===== src/rtl/time_set_editor.sv =====
// Panel-button front end for setting the clock. It debounces five buttons,
// edits a date/time snapshot, and strobes load with the validated result.
module time_set_editor #(
  parameter int DEBOUNCE_MS = 20,
  parameter int YEAR_MIN    = 2000,
  parameter int YEAR_MAX    = 2099
) (
  input  logic        clk_i,
  input  logic        rst_i,
  input  logic        tick_ms_i,
  input  logic        up_i,
  input  logic        down_i,
  input  logic        left_i,
  input  logic        right_i,
  input  logic        middle_i,
  input  logic [15:0] cur_year_i,
  input  logic [5:0]  cur_month_i,
  input  logic [10:0] cur_day_i,
  input  logic [10:0] cur_hour_i,
  input  logic [10:0] cur_minute_i,
  input  logic [10:0] cur_second_i,
  output logic        edit_active_o,
  output logic [2:0]  edit_field_o,
  output logic [15:0] edit_year_o,
  output logic [5:0]  edit_month_o,
  output logic [10:0] edit_day_o,
  output logic [10:0] edit_hour_o,
  output logic [10:0] edit_minute_o,
  output logic [10:0] edit_second_o,
  output logic        load_o
);
  localparam int CW = $clog2(DEBOUNCE_MS + 1);
  localparam logic [15:0] Y_MIN = 16'(YEAR_MIN);
  localparam logic [15:0] Y_MAX = 16'(YEAR_MAX);
  localparam int B_UP = 0, B_DOWN = 1, B_LEFT = 2, B_RIGHT = 3, B_MID = 4;
  localparam logic [2:0] F_YEAR = 3'd0, F_MONTH = 3'd1, F_DAY = 3'd2,
                         F_HOUR = 3'd3, F_MIN = 3'd4, F_SEC = 3'd5;

  typedef enum logic {S_IDLE, S_EDIT} state_e;

  function automatic logic is_leap(input logic [15:0] y);
    return (((y % 16'd4) == 16'd0) && ((y % 16'd100) != 16'd0)) || ((y % 16'd400) == 16'd0);
  endfunction

  function automatic logic [10:0] dim(input logic [5:0] m, input logic [15:0] y);
    case (m)
      6'd4, 6'd6, 6'd9, 6'd11: return 11'd30;
      6'd2:                    return is_leap(y) ? 11'd29 : 11'd28;
      default:                 return 11'd31;
    endcase
  endfunction

  function automatic logic [15:0] clamp16(input logic [15:0] v, input logic [15:0] lo,
                                          input logic [15:0] hi);
    if (v < lo) return lo;
    if (v > hi) return hi;
    return v;
  endfunction

  function automatic logic [15:0] wrap_step(input logic [15:0] v, input logic [15:0] lo,
                                            input logic [15:0] hi, input logic inc);
    if (inc) return (v >= hi) ? lo : v + 16'd1;
    return (v <= lo) ? hi : v - 16'd1;
  endfunction

  logic [4:0]         raw, sync1_q, sync2_q, level_q, level_d, evt_q, evt_d;
  logic [4:0][CW-1:0] cnt_q, cnt_d;

  state_e      state_q, state_d;
  logic [2:0]  field_q, field_d;
  logic [15:0] year_q, year_d;
  logic [5:0]  month_q, month_d;
  logic [10:0] day_q, day_d, hour_q, hour_d, minute_q, minute_d, second_q, second_d;
  logic        load_q, load_d;
  logic [10:0] new_dim;

  assign raw = {middle_i, right_i, left_i, down_i, up_i};

  // NOTE: every signal written here gets a default first, so no latch is inferred.
  always_comb begin
    level_d = level_q;
    cnt_d   = cnt_q;
    if (tick_ms_i) begin
      for (int i = 0; i < 5; i++) begin
        if (sync2_q[i] == level_q[i]) begin
          cnt_d[i] = '0;
        end else if (cnt_q[i] == CW'(DEBOUNCE_MS - 1)) begin
          level_d[i] = ~level_q[i];
          cnt_d[i]   = '0;
        end else begin
          cnt_d[i] = cnt_q[i] + CW'(1);
        end
      end
    end
    evt_d = level_d & ~level_q;
  end

  always_comb begin
    state_d  = state_q;
    field_d  = field_q;
    year_d   = year_q;
    month_d  = month_q;
    day_d    = day_q;
    hour_d   = hour_q;
    minute_d = minute_q;
    second_d = second_q;
    load_d   = 1'b0;
    new_dim  = 11'd31;
    case (state_q)
      S_IDLE: begin
        if (evt_q[B_MID]) begin
          year_d   = clamp16(cur_year_i, Y_MIN, Y_MAX);
          month_d  = 6'(clamp16({10'd0, cur_month_i}, 16'd1, 16'd12));
          new_dim  = dim(month_d, year_d);
          day_d    = 11'(clamp16({5'd0, cur_day_i}, 16'd1, {5'd0, new_dim}));
          hour_d   = 11'(clamp16({5'd0, cur_hour_i}, 16'd0, 16'd23));
          minute_d = 11'(clamp16({5'd0, cur_minute_i}, 16'd0, 16'd59));
          second_d = 11'(clamp16({5'd0, cur_second_i}, 16'd0, 16'd59));
          field_d  = F_HOUR;
          state_d  = S_EDIT;
        end
      end
      S_EDIT: begin
        if (evt_q[B_MID]) begin
          load_d  = 1'b1;
          state_d = S_IDLE;
        end else if (evt_q[B_LEFT] || evt_q[B_RIGHT]) begin
          // Any left/right activity shadows up/down; both together cancel out.
          if (evt_q[B_RIGHT] && !evt_q[B_LEFT])
            field_d = (field_q >= F_SEC) ? F_YEAR : field_q + 3'd1;
          else if (evt_q[B_LEFT] && !evt_q[B_RIGHT])
            field_d = (field_q == F_YEAR) ? F_SEC : field_q - 3'd1;
        end else if (evt_q[B_UP] ^ evt_q[B_DOWN]) begin
          case (field_q)
            F_YEAR:  year_d   = wrap_step(year_q, Y_MIN, Y_MAX, evt_q[B_UP]);
            F_MONTH: month_d  = 6'(wrap_step({10'd0, month_q}, 16'd1, 16'd12, evt_q[B_UP]));
            F_DAY:   day_d    = 11'(wrap_step({5'd0, day_q}, 16'd1,
                                               {5'd0, dim(month_q, year_q)}, evt_q[B_UP]));
            F_HOUR:  hour_d   = 11'(wrap_step({5'd0, hour_q}, 16'd0, 16'd23, evt_q[B_UP]));
            F_MIN:   minute_d = 11'(wrap_step({5'd0, minute_q}, 16'd0, 16'd59, evt_q[B_UP]));
            F_SEC:   second_d = 11'(wrap_step({5'd0, second_q}, 16'd0, 16'd59, evt_q[B_UP]));
            default: ;
          endcase
          if (field_q == F_YEAR || field_q == F_MONTH) begin
            new_dim = dim(month_d, year_d);
            day_d   = (day_q > new_dim) ? new_dim : day_q;
          end
        end
      end
      default: state_d = S_IDLE;
    endcase
  end

  // NOTE: all state updates use non-blocking assignments; the comb blocks above use blocking.
  always_ff @(posedge clk_i) begin
    if (rst_i) begin
      sync1_q  <= '0;
      sync2_q  <= '0;
      level_q  <= '0;
      cnt_q    <= '0;
      evt_q    <= '0;
      state_q  <= S_IDLE;
      field_q  <= F_HOUR;
      year_q   <= Y_MIN;
      month_q  <= 6'd1;
      day_q    <= 11'd1;
      hour_q   <= '0;
      minute_q <= '0;
      second_q <= '0;
      load_q   <= 1'b0;
    end else begin
      sync1_q  <= raw;
      sync2_q  <= sync1_q;
      level_q  <= level_d;
      cnt_q    <= cnt_d;
      evt_q    <= evt_d;
      state_q  <= state_d;
      field_q  <= field_d;
      year_q   <= year_d;
      month_q  <= month_d;
      day_q    <= day_d;
      hour_q   <= hour_d;
      minute_q <= minute_d;
      second_q <= second_d;
      load_q   <= load_d;
    end
  end

  assign edit_active_o = (state_q == S_EDIT);
  assign edit_field_o  = field_q;
  assign edit_year_o   = year_q;
  assign edit_month_o  = month_q;
  assign edit_day_o    = day_q;
  assign edit_hour_o   = hour_q;
  assign edit_minute_o = minute_q;
  assign edit_second_o = second_q;
  assign load_o        = load_q;

endmodule


===== config.mk =====
export PLATFORM = sky130hd
export DESIGN_NAME = time_set_editor
export DESIGN_NICKNAME = d
export VERILOG_FILES = /design/src/rtl/time_set_editor.sv
export SDC_FILE = /design/constraint.sdc
export NUM_CORES = 1
export LEC_CHECK = 0
export ABC_CLOCK_PERIOD_IN_PS = 21100
export BUFFER_PORTS_ARGS = -buffer_cell sky130_fd_sc_hd__buf_2
export CAP_MARGIN = 25
export CORE_UTILIZATION = 45
export DETAILED_ROUTE_END_ITERATION = 8
export PLACE_DENSITY_LB_ADDON = 0.08
export SKIP_CTS_REPAIR_TIMING = 1
export SLEW_MARGIN = 20
export SYNTH_ARGS = -nofsm -noshare
export SYNTH_HDL_FRONTEND = slang
export SYNTH_SLANG_ARGS = --single-unit

===== constraint.sdc =====
create_clock -name clk_i -period 21.1 [get_ports clk_i]
set_input_delay 0 -clock clk_i [delete_from_list [all_inputs] [get_ports clk_i]]
set_output_delay 0 -clock clk_i [all_outputs]
set_load 0.03 [all_outputs]

==> summary.md, run 1 <==
| Metric | Value |
|---|---|
| Post-synthesis cell count | 1,709 |
| Max VDD drop | 0.0500 mV |
| Final hold vios | 4 |
| Minimum clock period | 11,500 ps |
| Number of global-route vias before repair | 12,300 |
| PwrDens | 39.6 nW/um^2 |
| Area contributors post-synth | dfxtp_1 (19%), nor2_1 (6.1%), a21oi_1 (5.7%) |
| Post-route cell area | 13,700 um^2 |
| I/O pin total | 145 |
| WS Path Type | flip-flop to flip-flop |
| Vias per Instance | 6.36 |
| Port bufs | 144 |
| Die span in x | 166 um |
| Max-slew violations | 0 |
| DRC | 6 |
| CP arrival | 11,820 ps |
| HPWL Detailed | 27.5 mm |
| CTS root buf | clkbuf_16 |
| Routed Antenna Nets | 0 |
| First-pass GRT wire length | 63.0 mm |
| Area Growth Syn to Fin | 13.4% |
| Largest area contributor in the netlist | dfxtp_1 |
| Vias | 13,700 |
| Worst Skew | 14.0 ps |
| Least-Margin Pin Slew | 1040 ps |
| Pin count of the biggest net entering global routing | 69 |
| WL final | 38.7 mm |
| DR top layer | met4 |
| Mapped cell area | 12,100 um^2 |
| Final Setup Violations | 0 |
| Slowest-stage cell, CP | a311oi_2 |
| Worst Hold Class | primary input to flip-flop |
| Inst Count DP | 2,105 |
| Netlist cell types | 111 |
| Hold Slack | -19.9 ps |
| Wire length on met3 | 2.58 mm |
| Final setup TNS | 0 ps |
| Reported leakage power | 5.24 nW |
| Total global-route track usage | 27.3% |
| Initial core utilization | 46.1% |
| Critical path launch point type | flip-flop |
| Warnings, synthesis | 0 |
| Post-synth top area share | 19.2% |
| Seq/Total Area, Yosys | 19.2% |
| Register clock-pin slew on the reported worst setup and hold paths | 70 ps |
| Final nets | 1,918 |
| Die Height | 166 um |
| Initial antenna violation count | 0 |
| Avg Cell Area, Syn | 7.06 um^2 |
| Crit end category | flip-flop |
| CTS tree | built |
| Post-synthesis net count | 1,822 |
| Count leader, synth | nor2_1 |
| # rows | 59 |
| Layout Cells excl Fill | 2,153 |
| Top_reg_cell synth | dfxtp_1 |
| Yosys reg bits | 116 |
| Top cells by count, synth | nor2_1 (196), nand2_1 (151), a21oi_1 (138) |
| Final GP Congestion | 0.925 |
| CTS Buffer Depth | 2 |
| Max transition margin | 29.2% |
| Delay-heaviest family, CP | compound AO/OA/AOI/OAI gates |
| Met2 wire len | 18.5 mm |
| Ant diodes | 0 |
| M1 WL | 16.8 mm |
| CP Max Fanout | 32 |
| Drt pass-1 iters | 8 |
| CTS buffer count | 17 |
| Layout cells sized above 1 | 15.0% |
| Final period util | 54.5% |
| Post-synth EDFFs | 0 |
| GRT overflow | 0 |
| Placed Area | 12,900 um^2 |
| CTS H-Tree Depth | 4 |
| Detailed Route Iter0 Violations | 1,286 |
| Core Area | 26,200 um^2 |
| Worst Path Buf+Inv | 3 |
| Clock latency on the worst-skew pair | 430 ps |
| Die area | 27,500 um^2 |
| WL per Instance | 18.0 um |
| Total power of the final layout | 0.543 mW |
| CP required | 21,420 ps |
| RSZ-0062 raised after global routing | false |
| Max Fclk | 0.0869 GHz |
| Failing checks | DRC, hold timing |
| CP peak stage delay | 930 ps |
| Number of max-cap violations | 0 |
| Fraction of registers with async set/reset | 0% |
| Run status | finished with violations |
| Sink Count | 116 |
==> final timing paths <==
check	end	slack, ps	from	cells after the start
min reg2reg	sync2_q[0]	430	sync1_q[0]	1
min	edit_day_o[4]	-20	cur_day_i[4]	5
max reg2reg	edit_day_o[0]	9600	edit_field_o[0]	44
max	edit_day_o[0]	9600	edit_field_o[0]	44
==> report_power, final <==
part | leakage (nW) | internal (mW) | switching, mW
clock | 0.293 | 0.160 | 0.138
combinational | 4.01 | 0.0110 | 0.0118
sequential | 0.939 | 0.221 | 0.00103
total | 5.24 | 0.392 | 0.151
==> final cells by class <==
class | instances | area [um^2]
clock buffers | 17 | 425
clock inverters | 15 | 178
fillers | 2600 | 12500
inverters | 52 | 195
multi-input cells | 1443 | 9160
flip-flops and latches | 116 | 2320
well taps | 335 | 419
repair buffers | 175 | 996
==> registers in the layout (all words and copies together), names as in the netlist, 5 cells and up <==
name,count
cnt_q,25
edit_day_o,11
edit_hour_o,11
edit_minute_o,11
edit_month_o,6
edit_second_o,11
edit_year_o,16
evt_q,5
level_q,5
sync1_q,5
sync2_q,5
==> placed cells by master, fill, tap and decap left out, types with 17 or more instances in the layout <==
cell	n
dfxtp_1	114
a211o_1	17
nand4_1	33
a211oi_1	28
xnor2_1	31
xor2_1	27
and2_1	18
a31oi_1	32
inv_1	48
ha_1	39
o211ai_1	32
nor2b_1	28
nor2_1	196
nand3_1	67
nor3_1	91
clkbuf_16	17
or3_1	17
o22ai_1	18
mux2i_1	21
o21ai_0	103
nand2_1	151
a21oi_1	138
buf_2	143
nor4_1	19
==> metrics by stage <==
| step | setup WS [ps] | util [%] |
|---|---|---|
| floorplan | 11450 | - |
| global placement | 10260 | 49.3 |
| detailed placement | 10000 | 49.3 |
| CTS | 9960 | 51.6 |
| global route | 8820 | 52.3 |
| finish | 9600 | 52.3 |
==> per-layer routing <==
metal | vias up | track usage, %
li1 | 6699 | -
met1 | 6381 | 34.7
met2 | 560 | 46.9
met3 | 53 | 4.29
met4 | 0 | 9.39
met5 | - | 0
==> kinds of logic (layout without fill, tap and decap cells) <==
kind of cell,Yosys count,in the layout,synth area share (%)
compound gates,594,594,34.7
xor+xnor,58,58,4.21
fa+ha+maj,42,42,4.29
buf+inv,150,259,4.96
flops,116,116,19.2
mux,31,31,2.80
simple gates,718,718,29.8
==> worst reg2reg max path: cells and delay by family (launching register included) <==
| family | cells | cell delay [ps] |
|---|---|---|
| AOI/OAI and AO/OA | 20 | 5510 |
| xor gates and xnor gates | 1 | 230 |
| adders and majority gates | 4 | 920 |
| buffers and inverters | 3 | 570 |
| DFF | 1 | 460 |
| and+or+nand+nor | 16 | 3710 |
Power figures use the tool's default switching activity.
==> inputs of run 2 (changes only) <==
--- a/config.mk
+++ b/config.mk
@@ -5,7 +5,8 @@
 export SDC_FILE = /design/constraint.sdc
 export NUM_CORES = 1
 export LEC_CHECK = 0
-export ABC_CLOCK_PERIOD_IN_PS = 21100
+export ABC_AREA = 1
+export ABC_CLOCK_PERIOD_IN_PS = 11910
 export BUFFER_PORTS_ARGS = -buffer_cell sky130_fd_sc_hd__buf_2
 export CAP_MARGIN = 25
 export CORE_UTILIZATION = 45
==> constraint.sdc (replaced) <==
create_clock -name clk_i -period 11.91 [get_ports clk_i]
set_input_delay 0 -clock clk_i [delete_from_list [all_inputs] [get_ports clk_i]]
set_output_delay 0 -clock clk_i [all_outputs]
set_load 0.03 [all_outputs]
==> run 2 against run 1 <==
The flow finishes with violations (hold timing). Hold slack got worse by 60 ps. Utilization rose by 0.61 points. Non-clock buffer count fell by 6. Critical endpoint unchanged. Largest cell class unchanged. Highest routed layer unchanged.
==> summary.md, run 2 <==
| Metric | Value |
|---|---|
| Run status | finished with violations |
| Failing checks | hold timing |
| Max VDD drop | 0.0891 mV (+78%) |
| Core Area | 24,200 um^2 (-7.5%) |
| CP required | 12,270 ps (-9150 ps) |
| Critical path launch point type | flip-flop |
| Mapped cell area | 11,100 um^2 (-7.9%) |
| First-pass GRT wire length | 53.0 mm (-16%) |
| Layout cells sized above 1 | 18.2% (+3.2 points) |
| Detailed Route Iter0 Violations | 700 (-46%) |
| Largest area contributor in the netlist | dfxtp_1 |
| Warnings, synthesis | 0 (unchanged) |
| Vias per Instance | 5.28 (-17%) |
| Slowest-stage cell, CP | ha_1 |
| Post-layout util | 52.9% (+0.61 points) |
| Top cells by count, synth | nand2_1 (366), inv_1 (225), nor2_1 (214) |
| Ant diodes | 0 (unchanged) |
| Sink Count | 116 (unchanged) |
| Clock latency on the worst-skew pair | 420 ps (about the same) |
| Synth Area in Compound Gates | 17.8% (-17 points) |
| Port bufs | 144 (unchanged) |
| I/O pin total | 145 (unchanged) |
| Final GP Congestion | 0.903 (-2.3%) |
| Initial antenna violation count | 0 (unchanged) |
| Fraction of registers with async set/reset | 0% (unchanged) |
| Drt pass-1 iters | 5 (-3) |
| CTS root buf | clkbuf_16 |
| Min-Delay Startpoint | cur_minute_i[1] |
| Most common cell after layout, fill and taps aside | nand2_1 |
| Largest register FFs | 25 (unchanged) |
| Reg2Reg Depth | 61 (+39%) |
| Final hold vios | 6 (+2) |
| Post-synth top area share | 20.9% (+1.6 points) |
| Crit end category | flip-flop |
| Hold Crit Endpoint | edit_minute_o[1] |
| Die Height | 159 um (-4.0%) |
| Layout Cells excl Fill | 2,277 (+5.8%) |
| CP peak stage delay | 750 ps (-180 ps) |
| Final setup TNS | 0 ps (unchanged) |
| Number of max-cap violations | 0 (unchanged) |
| Initial core utilization | 45.9% (-0.20 points) |
| Hold Slack | -79.5 ps (-59.6 ps) |
| Total power of the final layout | 0.932 mW (+72%) |
| Most frequent cells in the layout | nand2_1 (366), inv_1 (224), nor2_1 (214) |
| Post-route cell area | 12,800 um^2 (-6.4%) |
| Synth Area in Adders | 4.39% (+0.096 points) |
| Area contributors post-synth | dfxtp_1 (21%), nand2_1 (12%), inv_1 (7.6%) |
| Final worst setup slack | 3310 ps (-6280 ps) |
| # rows | 57 (-3.4%) |
| CTS tree | built |
| Number of global-route vias before repair | 11,200 (-9.2%) |
| Reg-to-reg endpoint | edit_day_o[0] |
| Minimum clock period | 8600 ps (-2910 ps) |
| CTS H-Tree Depth | 4 (unchanged) |
| Area Growth Syn to Fin | 15.3% |
| Final nets | 2,053 (+7.0%) |
| Hold depth | 3 (-2) |
| Xor/xnor share of the synthesized area | 5.43% (+1.2 points) |
| Largest register by flop count | cnt_q |
| Netlist cell types | 67 (-40%) |
| CP arrival | 8960 ps (-2860 ps) |
| R2R setup slack | 3310 ps (-6280 ps) |
| Largest family of logic cells by synthesized area | simple AND/OR/NAND/NOR gates |
| Worst Skew | 8.90 ps (-5.08 ps) |
| Avg Cell Area, Syn | 6.16 um^2 (-13%) |
| Final Setup Violations | 0 (unchanged) |
| DRC | 0 (-6) |
| Max Fclk | 0.116 GHz (+34%) |
| CP Max Fanout | 26 (-19%) |
| Worst Hold Class | primary input to flip-flop |
| Vias | 12,000 (-12%) |
| HPWL Detailed | 23.5 mm (-15%) |
| Seq/Total Area, Yosys | 20.9% (+1.6 points) |
| Pin count of the biggest net entering global routing | 55 (-20%) |
| Placed Area | 12,100 um^2 (-6.7%) |
| Max-slew violations | 0 (unchanged) |
| CTS buffer count | 17 (unchanged) |
| PwrDens | 72.7 nW/um^2 (+83%) |
| Die span in x | 159 um (-4.0%) |
| Yosys reg bits | 116 (unchanged) |
| Synth Area in Simple Gates | 40.3% (+11 points) |
| Least-Margin Pin Slew | 933 ps (-102 ps) |
| Count leader, synth | nand2_1 |
| Register clock-pin slew on the reported worst setup and hold paths | 60 ps (about the same) |
| Post-Place Setup Slack | 3080 ps (-6920 ps) |
| WS Path Type | flip-flop to flip-flop |
| Crit-path most repeated cell | nand2_1 |
| GRT overflow | 0 (unchanged) |
| WL final | 31.4 mm (-19%) |
| Post-synthesis cell count | 1,805 (+5.6%) |
| Inst Count DP | 2,228 (+5.8%) |
| Mux contribution to synthesized area | 0.0900% (-2.7 points) |
| CTS Buffer Depth | 2 (unchanged) |
| Max transition margin | 37.8% (+8.6 points) |
| Final period util | 72.2% (+18 points) |
| Worst reg2reg path startpoint | edit_field_o[0] |
| Reported leakage power | 6.13 nW (+17%) |
| Routed Antenna Nets | 0 (unchanged) |
| Post-synth EDFFs | 0 (unchanged) |
| Post-synthesis net count | 1,918 (+5.3%) |
| Total global-route track usage | 24.9% (-2.4 points) |
| RSZ-0062 raised after global routing | false |
| Top_reg_cell synth | dfxtp_1 |
| Die area | 25,400 um^2 (-7.8%) |
| WL per Instance | 13.8 um (-23%) |
## run 2: area by class of cell
type / instances / area [um^2]
clock buffers: 18 / 439
well taps: 324 / 405
fillers: 2556 / 11400
repair buffers: 169 / 951
multi-input cells: 1376 / 7590
inverters: 260 / 981
flip-flops and latches: 116 / 2320
clock inverters: 14 / 133
## run 2: how the worst max path moves through the flow
stage,depth (start not counted),endpoint,startpoint
after floorplan,63,edit_day_o[0],edit_field_o[0]
after global routing,65,edit_day_o[0],edit_field_o[0]
after detailed placement,63,edit_day_o[0],edit_field_o[0]
after CTS,61,edit_day_o[0],edit_field_o[0]
final,61,edit_day_o[0],edit_field_o[0]
after global placement,59,edit_day_o[0],edit_field_o[0]
## run 2: routing by layer
layer  wire [um]  part of all wire [%]  GRT usage [%]
met1       14900                    47           32.2
met3        1340                   4.3           3.86
met4         539                   1.7           7.52
met2       14700                    47           42.5
met5           0                     0              0
## run 2: power by group
part           switching, mW  total [mW]  internal [mW]
sequential           0.00176       0.393          0.391
clock                  0.215       0.497          0.282
combinational         0.0228      0.0415         0.0187
total                  0.240       0.932          0.692
## run 2: critical path: cells and delay by family (launching register included)
family,cells,cell delay (ps)
adder cells (fa/ha/maj),4,1470
AO/OA/AOI/OAI,7,1440
flip-flops,1,350
AND/OR/NAND/NOR,44,4440
buffers and inverters,6,830
## run 2: cells by family after synthesis
group	count (synthesis)
adder cells (fa/ha/maj)	39
flip-flops	116
XOR/XNOR	69
AND/OR/NAND/NOR	931
multiplexers	1
AO/OA/AOI/OAI	336
buffers and inverters	313
==> inputs of run 3 (changes only) <==
--- a/config.mk
+++ b/config.mk
@@ -5,8 +5,8 @@
 export SDC_FILE = /design/constraint.sdc
 export NUM_CORES = 1
 export LEC_CHECK = 0
-export ABC_AREA = 1
-export ABC_CLOCK_PERIOD_IN_PS = 11910
+export ABC_AREA = 0
+export ABC_CLOCK_PERIOD_IN_PS = 7150
 export BUFFER_PORTS_ARGS = -buffer_cell sky130_fd_sc_hd__buf_2
 export CAP_MARGIN = 25
 export CORE_UTILIZATION = 45
==> constraint.sdc (replaced) <==
create_clock -name clk_i -period 7.15 [get_ports clk_i]
set_input_delay 0 -clock clk_i [delete_from_list [all_inputs] [get_ports clk_i]]
set_output_delay 0 -clock clk_i [all_outputs]
set_load 0.03 [all_outputs]
==> run 3 against run 2 <==
The flow finishes with violations (DRC, hold timing, setup timing). Flip-flop and latch count did not move. Global-route usage rose by 4.6 points. Hold slack improved by 47 ps. Combinational power rose by 61%. Via count rose by 24%. Critical path depth fell by 18. Power rose by 73%. Clock skew rose by 7.2 ps. Largest power group unchanged.
==> summary.md, run 3 (synthesis gave the netlist of run 1 again) <==
| Metric | Value |
|---|---|
| Run status | finished with violations |
| Failing checks | DRC, hold timing, setup timing |
| HPWL Detailed | 31.2 mm (+33%) |
| Crit end category | flip-flop |
| Slowest-stage cell, CP | or4_4 |
| Max transition margin | 36.1% (-1.7 points) |
| Vias per Instance | 6.04 (+14%) |
| PwrDens | 96.1 nW/um^2 (+32%) |
| Reported leakage power | 6.98 nW (+14%) |
| DRC | 6 (+6) |
| Core Area | 26,200 um^2 (+8.1%) |
| Layout Cells excl Fill | 2,479 (+8.9%) |
| Number of global-route vias before repair | 14,000 (+25%) |
| Final worst setup slack | -2130 ps (-5440 ps) |
| Initial antenna violation count | 0 (unchanged) |
| Final GP Congestion | 0.914 (+1.2%) |
| Final setup TNS | -21,220 ps (-21,220 ps) |
| Final nets | 2,244 (+9.3%) |
| Number of max-cap violations | 0 (unchanged) |
| FILL cells | 2,368 (-7.4%) |
| Max Fclk | 0.108 GHz (-7.4%) |
| Most frequent cells in the layout | buf_4 (337), nor2_1 (190), nand2_1 (148) |
| CP required | 7460 ps (-4810 ps) |
| Least-Margin Pin Slew | 934 ps (+0.809 ps) |
| CTS tree | built |
| Final period util | 130% (+58 points) |
| Pin count of the biggest net entering global routing | 68 (+24%) |
| CTS root buf | clkbuf_16 |
| WS Path Type | flip-flop to flip-flop |
| CP peak stage delay | 500 ps (-250 ps) |
| Hold Slack | -32.5 ps (+46.9 ps) |
| Worst Path Buf+Inv | 3 (-3) |
| Max VDD drop | 0.137 mV (+54%) |
| GRT overflow | 0 (unchanged) |
| Crit-path most repeated cell | a21oi_2 |
| Sink Count | 116 (unchanged) |
| CP Max Fanout | 8 (-69%) |
| Initial core utilization | 46.1% (+0.20 points) |
| First-pass GRT wire length | 68.2 mm (+29%) |
| Port bufs | 144 (unchanged) |
| Final hold vios | 4 (-2) |
| Multi-input combinational cell area | 9740 um^2 (+28%) |
| Minimum clock period | 9280 ps (+682 ps) |
| Die area | 27,500 um^2 (+8.4%) |
| Drt pass-1 iters | 9 (+4) |
| Routed Antenna Nets | 0 (unchanged) |
| Area Growth Syn to Fin | 39.3% |
| Final Setup Violations | 11 (+11) |
| Layout cells sized above 1 | 32.1% (+14 points) |
| Delay-heaviest family, CP | compound AO/OA/AOI/OAI gates |
| Sequential Area | 2360 um^2 (+1.6%) |
| Worst Skew | 16.2 ps (+7.25 ps) |
| Largest register FFs | 25 (unchanged) |
| Register clock-pin slew on the reported worst setup and hold paths | 60 ps (about the same) |
| Most common cell after layout, fill and taps aside | buf_4 |
| CTS Buffer Depth | 2 (unchanged) |
| I/O pin total | 145 (unchanged) |
| Detailed Route Iter0 Violations | 1,001 (+43%) |
| Vias | 15,000 (+24%) |
| Ant diodes | 0 (unchanged) |
| RSZ-0062 raised after global routing | true |
| CTS H-Tree Depth | 4 (unchanged) |
| # rows | 59 (+3.5%) |
| Max-slew violations | 0 (unchanged) |
| Inst Count DP | 2,418 (+8.5%) |
| WL per Instance | 16.9 um (+22%) |
| CP arrival | 9590 ps (+630 ps) |
| Die Height | 166 um (+4.1%) |
| Worst Hold Class | primary input to flip-flop |
| Die span in x | 166 um (+4.1%) |
| Total global-route track usage | 29.5% (+4.6 points) |
| WL final | 41.9 mm (+33%) |
| Largest register by flop count | cnt_q |
| Critical path launch point type | flip-flop |
| Clock latency on the worst-skew pair | 430 ps (about the same) |
| CTS buffer count | 17 (unchanged) |
[run 3: cell types whose count changed in the layout (fill, tap and decap cells not counted), moves of 21 or more]
cell and change:
inv_2 -27, nand2_4 -21, inv_1 -178, nand2_2 -53
nand2_1 -218, a21oi_1 +41, buf_4 +329, nor3_1 +54
xor2_1 -29, nand3_1 -52, nor2b_1 +26, nor2_1 -24
[run 3: final cells by class]
type	count	area share [%]
Clock inverter	15	1.07
Sequential cell	116	14.0
Timing Repair Buffer	501	20.8
Inverter	52	1.19
Clock buffer	17	2.53
Tap cell	335	2.49
Multi-Input combinational cell	1443	57.9
[run 3: tightest hold or removal path, stage by stage]
cell	delay (ps)
buf_2	100
o221ai_1	120
a21oi_1	130
[run 3: final timing paths]
check | from | end | slack [ps] | cells after the start
max | edit_year_o[0] | edit_day_o[0] | -2130 | 43
min reg2reg | sync1_q[4] | sync2_q[4] | 430 | 1
min | cur_minute_i[3] | edit_minute_o[3] | -30 | 3
max reg2reg | edit_year_o[0] | edit_day_o[0] | -2130 | 43
[run 3: metal layers]
layer | up-vias | routed length (um) | part of all wire, % | global-route usage (%)
met5 | - | 0 | 0 | 0
met4 | 0 | 1250 | 3.0 | 12.0
met3 | 81 | 2330 | 5.6 | 3.96
met2 | 503 | 20000 | 48 | 50.6
met1 | 7037 | 18200 | 44 | 37.4
li1 | 7352 | - | - | -
[run 3: power by group]
| part | switching [mW] | leakage [nW] | internal (mW) |
|---|---|---|---|
| registers | 0.00311 | 0.942 | 0.648 |
| logic | 0.0347 | 5.74 | 0.0322 |
| clock network | 0.396 | 0.292 | 0.502 |
[run 3: stage by stage]
step	power (mW)	instance area (um^2)	util (%)	worst slack (ps)	hold slack [ps]
6_report	1.62	16800	64.2	-2130	-32.5
5_1_grt	1.67	16800	64.2	-2540	19.3
4_1_cts	1.62	16200	61.9	-2110	-231
3_5_place_dp	0.726	15600	59.6	-2040	215
3_3_place_gp	0.725	15600	59.6	-1890	207
2_1_floorplan	0.695	12400	-	-1570	128
